### src/rtl/spi_pkg.sv
// Shared constants and FSM state encoding for the register-mapped SPI link.
// Frame = {rw, addr[6:0]} header followed by an 8-bit payload, MSB first.
package spi_pkg;

    localparam int   SPI_HDR_W   = 8;
    localparam int   SPI_PAY_W   = 8;
    localparam int   SPI_ADDR_W  = 7;
    localparam int   SPI_PKT_W   = 16;
    localparam logic SPI_RW_READ = 1'b1;

    typedef enum logic [2:0] {
        IDLE,
        SETUP,
        SHIFT,
        HOLD,
        GAP
    } spi_mst_state_t;

endpackage

### src/rtl/spi_sclk_div.sv
// Half-period tick generator: o_tick is high on the last clk cycle of every
// CLK_DIV-cycle phase while enabled; held at zero while cleared or disabled.
module spi_sclk_div
    import spi_pkg::*;
#(
    parameter int CLK_DIV = 3
) (
    input  logic clk,
    input  logic reset_n,
    input  logic i_en,
    input  logic i_clr,
    output logic o_tick
);

    localparam int CW = $clog2(CLK_DIV);

    logic [CW-1:0] r_cnt;
    logic          w_last;

    assign w_last = (r_cnt == CW'(CLK_DIV - 1));
    assign o_tick = i_en && w_last;

    always_ff @(posedge clk or negedge reset_n) begin
        if (!reset_n) begin
            r_cnt <= '0;
        end else if (i_clr || !i_en || w_last) begin
            r_cnt <= '0;
        end else begin
            r_cnt <= r_cnt + 1'b1;
        end
    end

endmodule

### src/rtl/spi_master.sv
// SPI mode-0 host: one 16-bit frame per accepted start, optional 8-bit read
// capture on MISO. Every output is driven straight from a register.
module spi_master
    import spi_pkg::*;
#(
    parameter int CLK_DIV = 3
) (
    input  logic                  clk,
    input  logic                  reset_n,
    input  logic                  start,
    input  logic                  rw,
    input  logic [SPI_ADDR_W-1:0] addr,
    input  logic [SPI_PAY_W-1:0]  wdata,
    output logic                  busy,
    output logic                  done,
    output logic [SPI_PAY_W-1:0]  rdata,
    output logic                  SCLK,
    output logic                  SSB,
    output logic                  MOSI,
    input  logic                  MISO
);

    if (CLK_DIV < 3) begin : g_bad_clk_div
        $error("spi_master: CLK_DIV must be >= 3");
    end

    localparam logic [4:0] BIT_LAST = 5'd15;

    spi_mst_state_t         r_state;
    logic [4:0]             r_bit;
    logic [SPI_PKT_W-1:0]   r_tx;
    logic [SPI_PAY_W-1:0]   r_rx;
    logic                   r_rw;
    logic                   r_gap2;
    logic                   w_tick;
    logic                   w_div_clr;
    logic                   w_div_en;

    // The divider free-runs across back-to-back phases; only IDLE parks it.
    assign w_div_clr = (r_state == IDLE);
    assign w_div_en  = !w_div_clr;

    spi_sclk_div #(
        .CLK_DIV (CLK_DIV)
    ) u_div (
        .clk     (clk),
        .reset_n (reset_n),
        .i_en    (w_div_en),
        .i_clr   (w_div_clr),
        .o_tick  (w_tick)
    );

    always_ff @(posedge clk or negedge reset_n) begin
        if (!reset_n) begin
            r_state <= IDLE;
            r_bit   <= '0;
            r_tx    <= '0;
            r_rx    <= '0;
            r_rw    <= 1'b0;
            r_gap2  <= 1'b0;
            busy    <= 1'b0;
            done    <= 1'b0;
            rdata   <= '0;
            SCLK    <= 1'b0;
            SSB     <= 1'b1;
            MOSI    <= 1'b0;
        end else begin
            done <= 1'b0;
            case (r_state)
                IDLE: begin
                    if (start) begin
                        r_tx    <= {rw, addr, (rw == SPI_RW_READ) ? 8'h00 : wdata};
                        r_rw    <= rw;
                        r_rx    <= '0;
                        r_bit   <= '0;
                        MOSI    <= rw;
                        SSB     <= 1'b0;
                        busy    <= 1'b1;
                        r_state <= SETUP;
                    end
                end
                SETUP: begin
                    if (w_tick) begin
                        SCLK    <= 1'b1;
                        r_state <= SHIFT;
                    end
                end
                SHIFT: begin
                    if (w_tick) begin
                        if (SCLK) begin
                            // End of high phase: sample MISO, present next bit.
                            SCLK <= 1'b0;
                            if (r_rw == SPI_RW_READ && r_bit >= 5'(SPI_HDR_W)) begin
                                r_rx <= {r_rx[SPI_PAY_W-2:0], MISO};
                            end
                            r_tx <= {r_tx[SPI_PKT_W-2:0], 1'b0};
                            MOSI <= (r_bit == BIT_LAST) ? 1'b0 : r_tx[SPI_PKT_W-2];
                        end else if (r_bit == BIT_LAST) begin
                            r_state <= HOLD;
                        end else begin
                            r_bit <= r_bit + 5'd1;
                            SCLK  <= 1'b1;
                        end
                    end
                end
                HOLD: begin
                    if (w_tick) begin
                        SSB    <= 1'b1;
                        done   <= 1'b1;
                        r_gap2 <= 1'b0;
                        if (r_rw == SPI_RW_READ) begin
                            rdata <= r_rx;
                        end
                        r_state <= GAP;
                    end
                end
                GAP: begin
                    // Two divider phases give the 2*CLK_DIV SSB-high guard time.
                    if (w_tick) begin
                        if (r_gap2) begin
                            busy    <= 1'b0;
                            r_state <= IDLE;
                        end else begin
                            r_gap2 <= 1'b1;
                        end
                    end
                end
                default: r_state <= IDLE;
            endcase
        end
    end

endmodule

### config.mk
export PLATFORM = sky130hd
export DESIGN_NAME = spi_master
export DESIGN_NICKNAME = d
export VERILOG_FILES = /design/src/rtl/spi_pkg.sv /design/src/rtl/spi_sclk_div.sv /design/src/rtl/spi_master.sv
export SDC_FILE = /design/constraint.sdc
export NUM_CORES = 1
export LEC_CHECK = 0
export ABC_CLOCK_PERIOD_IN_PS = 3850
export CORE_MARGIN = 2
export CORE_UTILIZATION = 57
export CTS_CLUSTER_SIZE = 12
export DETAILED_ROUTE_END_ITERATION = 7
export PLACE_DENSITY = 0.84
export SLEW_MARGIN = 20
export SYNTH_ARGS = -nofsm -noshare
export SYNTH_HDL_FRONTEND = slang
export SYNTH_SLANG_ARGS = --single-unit
### constraint.sdc
create_clock -name clk -period 3.85 [get_ports clk]
set_input_delay 0.77 -clock clk [delete_from_list [all_inputs] [get_ports clk]]
set_output_delay 0.77 -clock clk [all_outputs]
set_load 0.01 [all_outputs]
### Yosys cells after proc, flatten, opt, wreduce, memory -nomap -nowiden

Index checks and enable logic that the tools add are counted.

| storage, ports and cells | value |
|---|---|
| bits in registers | 48 |
| bits of input ports | 20 |
| output and inout port bits | 13 |
| word-level logic and storage cells | 98 |

| operators by class | value |
|---|---|
| add/sub/neg operators | 2 |
| magnitude comparators | 1 |
| eq/ne operators | 17 |
| muxes and demuxes | 45 |
| reduce and logical (&&, ||, !) cells | 20 |

Operators by type and width:

| kind | number |
|---|---|
| 15-bit two-way mux | 3 |
| 8-bit two-way mux | 5 |
| 15-bit case mux with 2 select lines | 1 |
| 3-bit two-way mux | 8 |
| 5-bit two-way mux | 4 |
| 8-bit case mux with 2 select lines | 1 |
| 1-bit two-way mux | 15 |
| 3-bit case mux with 5 select lines | 1 |
| 2-bit inequality test (second input constant) | 7 |
| 3-bit AND reduction | 4 |
| 1-bit case mux with 2 select lines | 5 |
| 5-bit case mux with 2 select lines | 1 |
| 5-bit AND reduction | 2 |
| 2-bit nonzero test | 5 |
| 2-bit by 1-bit inequality test with 1-bit output (second input constant) | 4 |
| 4-bit AND reduction | 2 |
| 8-bit AND reduction | 1 |
| 3-bit by 2-bit == test with 1-bit output (second input constant) | 2 |
| 5-bit by 1-bit adder with 5-bit output (second input constant) | 1 |
| 5-bit by 4-bit == test with 1-bit output (second input constant) | 1 |
| 5-bit by 4-bit greater-or-equal comparator with 1-bit output (second input constant) | 1 |
| 3-bit by 1-bit == test with 1-bit output (second input constant) | 1 |
| 3-bit == test (second input constant) | 1 |
| 3-bit zero test | 1 |
| 7 further kinds | 8 |

### Longest topological paths before layout

| logic depth | value |
|---|---|
| word-level depth | 6 |
| depth in mapped cells | 8 |
| gate-level depth less buffers | 7 |

### Hierarchy

A second synthesis with hierarchy kept.

| second synthesis, totals | value |
|---|---|
| cells, all modules | 217 |
| area total of the unflattened synthesis | 2344.7 um^2 |

Modules (own cells, without submodules):

| module | times used | cells an instance | area each (um^2) | seq. area each (um^2) |
|---|---|---|---|---|
| spi_master | 1 | 210 | 2254.7 | 1152.4 |
| spi_sclk_div | 1 | 7 | 90.1 | 50.0 |

### Least setup slack after synthesis

No wires, ideal clock.

| timing path | value |
|---|---|
| path kind | flip-flop to flip-flop |
| from | reg r_bit[0] |
| to | reg r_bit[3] |
| setup time | 77 ps |
| arrival | 1702 ps |
| data required time | 3773 ps |
| setup slack | 2071 ps |
| stages on the path, launching flop included | 8 |
| path through | dfrtp_1 -> ha_1 -> and3_1 -> ha_1 -> nor2_1 -> o221ai_2 -> or3_1 -> a21oi_1 |

| on the way | value |
|---|---|
| word-level cells in the longest chain between the ends | 5 |
| elaborated cells on any way between the ends | 8 |
| classes of those cells | add/sub (1); eq/ne (2); mux (4); reduce/logical (1) |

RTL lines:

| what | line | text |
|---|---|---|
| start, declared | spi_master.sv:30 | `logic [4:0] r_bit;` |
| start signal, assigned | spi_master.sv:101 | `r_bit <= r_bit + 5'd1;` |
| 5-bit by 1-bit adder with 5-bit output | spi_master.sv:101 |  |
| 5-bit two-way mux | spi_master.sv:98 | `end else if (r_bit == BIT_LAST) begin` |
| 5-bit two-way mux | spi_master.sv:90 | `if (SCLK) begin` |
| 5-bit two-way mux | spi_master.sv:89 | `if (w_tick) begin` |
| 5-bit case mux with 2 select lines | spi_master.sv:69 | `case (r_state)` |

Several ways; a longest one is shown, not always the timed one. The select of a mux whose other input is x is not followed.
A chain may end at the register's enable or synchronous reset.

### Final worst setup path

| timing path | value |
|---|---|
| from | reg SSB |
| to | out SSB |

RTL lines:

| what | line | text |
|---|---|---|
| start, declared | spi_master.sv:18 | `output logic SSB,` |
| start signal, assigned | spi_master.sv:65 | `SSB <= 1'b1;` |
| start signal, assigned | spi_master.sv:77 | `SSB <= 1'b0;` |
| start signal, assigned | spi_master.sv:108 | `SSB <= 1'b1;` |

No word-level cell between the ends.

==> metrics.md <==
| Metric | Value |
|---|---|
| Largest net degree at the start of global routing | between 40 and 50 |
| Multi-input gate area | ~900 sq um |
| Most common cell in the netlist | dfrtp_1 |
| P_leak | around 1.1 nW |
| Antenna Nets Post-Route | 0 |
| Crit path buf inv count | 1 |
| Port-buffer cells | 32 |
| Sequential Area | approximately 1200 sq um |
| Final Hold Viols | 0 |
| WP data arrival | 1350 ps |
| Initial antenna violation count | 0 |
| Antenna cells | 0 |
| EDFF count, synth | 0 |
| Worst Path Max Fanout | 2 |
| Drt total wl | 3.889 mm |
| Post-Route Skew | roughly 8.3 ps |
| Crit-path max cell delay | between 500 and 600 ps |
| WP depth | 1 |
| CP startpoint kind | register |
| Worst-path clk slew | about 80 ps |
| Critical path's slowest cell | dfstp_2 |
| Cell Pwr Density | about 600 nW/um^2 |
| Status | complete, no violations |
| Grt ovf | 0 |
| Initial Util | 59.30% |
| Drt wl/cell | approximately 13 um |
| Synth Area per Inst | just over 10 sq um |
| Main flop type after synthesis | dfrtp_1 |
| DIE AREA | between 4000 and 5000 sq um |
| Mapped cell area | about 2200 sq um |
| Rows | 22 |
| Chip width | 65.71 um |
| Achievable frequency | 471.0 MHz |
| Reg-to-reg endpoint | r_rx[4]$_DFFE_PN0P_ |
| Critical Path Start | SSB$_DFFE_PN1P_ |
| Vias post-DR | about 1600 |
| Top cells by area, synth | dfrtp_1, a21oi_1, nand2_1 |
| Worst-Skew Late Latency | 300 ps |
| Pre-antenna DRT Iters | 4 |
| Max Cap Viol | 0 |
| Reg-to-reg slack, setup | about 1700 ps |
| Setup Viol. Count Final | 0 |
| Slew Limit Fails | 0 |
| GRT Total Usage | 21.26% |
| Critical path endpoint category | output pin |
| TritonCTS clock tree | done |
| Post-synth top cells | dfrtp_1, nand2_1, a21oi_1 |
| Cell taking the most area after synthesis | dfrtp_1 |
| Fraction of layout cells with a size suffix above 1 | 10.37% |
| Crit-path leading delay family | flip-flops |
| CP Class | reg -> out |
| Dpl hpwl | between 2 and 3 mm |
| Core Box Area | ~3700 sq um |
| #FFs+latches synth | 48 |
| Initial DRC count | 130 |
| Area growth from synthesis to layout | 20.17% |
| Synthesized Nets | between 200 and 250 |
| Filler cell count | around 280 |
| Crit path time final | 2123 ps |
| Via/cell ratio | approximately 5.6 |
| Yosys top cell area share | around 54% |
| Fraction of the cycle the final worst path needs | 55.14% |
| Setup bufs post-CTS | 0 |
| Synth Instances | roughly 210 |
| TritonCTS Buffers | 5 |
| Final #Nets | approximately 260 |
| Critical Path RT | about 3100 ps |
| Ys Warns | 0 |
| Worst reg2reg path depth | 3 |
| Vias in the first global route | roughly 1600 |
| Register area share after synthesis | around 55% |
| Sinks on Clock Net | between 40 and 50 |
| Slew margin rel. | 61.18% |
| Number of distinct library cells after synthesis | 34 |
| Max clock buf depth | 2 |
| Final Non-Filler Cells | slightly below 300 |
| Die height | 65.71 um |
| Setup crit end | SSB |
| Synth async-reset ratio | 100.0% |
| Routability congestion estimate | between 0.7 and 0.8 |
| Post-CTS Resized | 0 |
| CTS root buffer | clkbuf_8 |
| Worst vdd ir | 0.0003857 V |
| Reg-to-reg startpoint | r_state[2]$_DFFE_PN0P_ |
| CTS H-tree lvls | 2 |
| Hold crit path type | reg -> reg |
| Slew at the pin closest to its max-slew limit | slightly below 600 ps |
| RSZ-0062 raised after global routing | false |
| Setup TNS | 0 ps |
| First-pass GRT wire length | between 7 and 8 mm |
| I/O pin total | 33 |
| Drt drc | 0 |
| # placed instances | ~280 |
| Hold Buf Count CTS | 0 |
| Worst path cell trace | clkdlybuf4s50_1 |
-- placed cells by master (no fill, tap or decap), drive strengths merged, types with 2 or more instances in the layout --
| master | instances |
|---|---|
| dfrtp | 47 |
| clkdlybuf4s50 | 31 |
| nand2 | 26 |
| a21oi | 24 |
| nor2 | 22 |
| nor3b | 10 |
| a22o | 8 |
| mux2 | 8 |
| clkbuf | 8 |
| inv | 7 |
| a31oi | 7 |
| o21ai | 6 |
| nor3 | 5 |
| ha | 4 |
| o31ai | 3 |
| buf | 3 |
| nand2b | 2 |
| nand3 | 2 |
| or3 | 2 |
| a21o | 2 |
-- registers in the layout (all words and copies together), names as in the netlist --
name and count:
SCLK 1, rdata 8, r_state 3, SSB 1, r_bit 5, r_tx 15, r_rx 8, done 1
u_div.r_cnt 2, MOSI 1, busy 1, r_rw 1, r_gap2 1
-- power breakdown --
group	internal, mW	switching (mW)	total (mW)
registers	0.642	0.119	0.761
clock network	0.147	0.157	0.303
logic	0.224	0.289	0.513
total	1.01	0.565	1.58
-- worst min path at each step --
stage | from | endpoint | slack, ps | cells after the start
after detailed placement | u_div.r_cnt[0]$_DFF_PN0_ | u_div.r_cnt[0]$_DFF_PN0_ | 440 | 1
after global routing | u_div.r_cnt[0]$_DFF_PN0_ | u_div.r_cnt[0]$_DFF_PN0_ | 470 | 1
final | u_div.r_cnt[0]$_DFF_PN0_ | u_div.r_cnt[0]$_DFF_PN0_ | 440 | 1
after global placement | u_div.r_cnt[0]$_DFF_PN0_ | u_div.r_cnt[0]$_DFF_PN0_ | 430 | 1
after CTS | u_div.r_cnt[0]$_DFF_PN0_ | u_div.r_cnt[0]$_DFF_PN0_ | 460 | 1
after floorplan | u_div.r_cnt[0]$_DFF_PN0_ | u_div.r_cnt[0]$_DFF_PN0_ | 410 | 1
-- per-stage QoR --
| step | setup WS [ps] | util (%) | power, mW | hold WS (ps) | area (sq um) |
|---|---|---|---|---|---|
| CTS | 1716 | 71.19 | 1.589 | 455.4 | 2606 |
| global placement | 1506 | 68.73 | 1.269 | 426.3 | 2516 |
| detailed placement | 1444 | 68.73 | 1.287 | 444.7 | 2516 |
| finish | 1727 | 71.26 | 1.577 | 443.2 | 2609 |
| global route | 1591 | 71.26 | 1.697 | 473.4 | 2609 |
| floorplan | 2071 | - | 1.130 | 412.2 | 2171 |
-- cells by family after synthesis --
group / after synthesis / share of synthesized area [%]
AND/OR/NAND/NOR: 76 / 17.00
AO/OA/AOI/OAI: 55 / 17.06
flip-flops: 48 / 55.39
buffers and inverters: 19 / 3.689
multiplexers: 8 / 4.150
adder cells (fa/ha/maj): 4 / 2.306
XOR/XNOR: 1 / 0.4035
-- layer usage --
layer	vias up	GRT usage (%)	wire length [um]
met5	-	0	0
met4	0	7.031	55
met3	6	4.623	145
met2	36	33.08	1849
met1	765	29.72	1839
li1	797	-	-
-- layout make-up --
cell class                 count  share of cell area [%]
sequential                    48                   46.09
clock buffer                   8                   3.453
multi-input combinational    144                   34.39
tap                           48                   2.302
inverter                       7                   1.007
timing repair buffer          34                   12.76
Note: power is estimated with default switching activity, not from simulation.
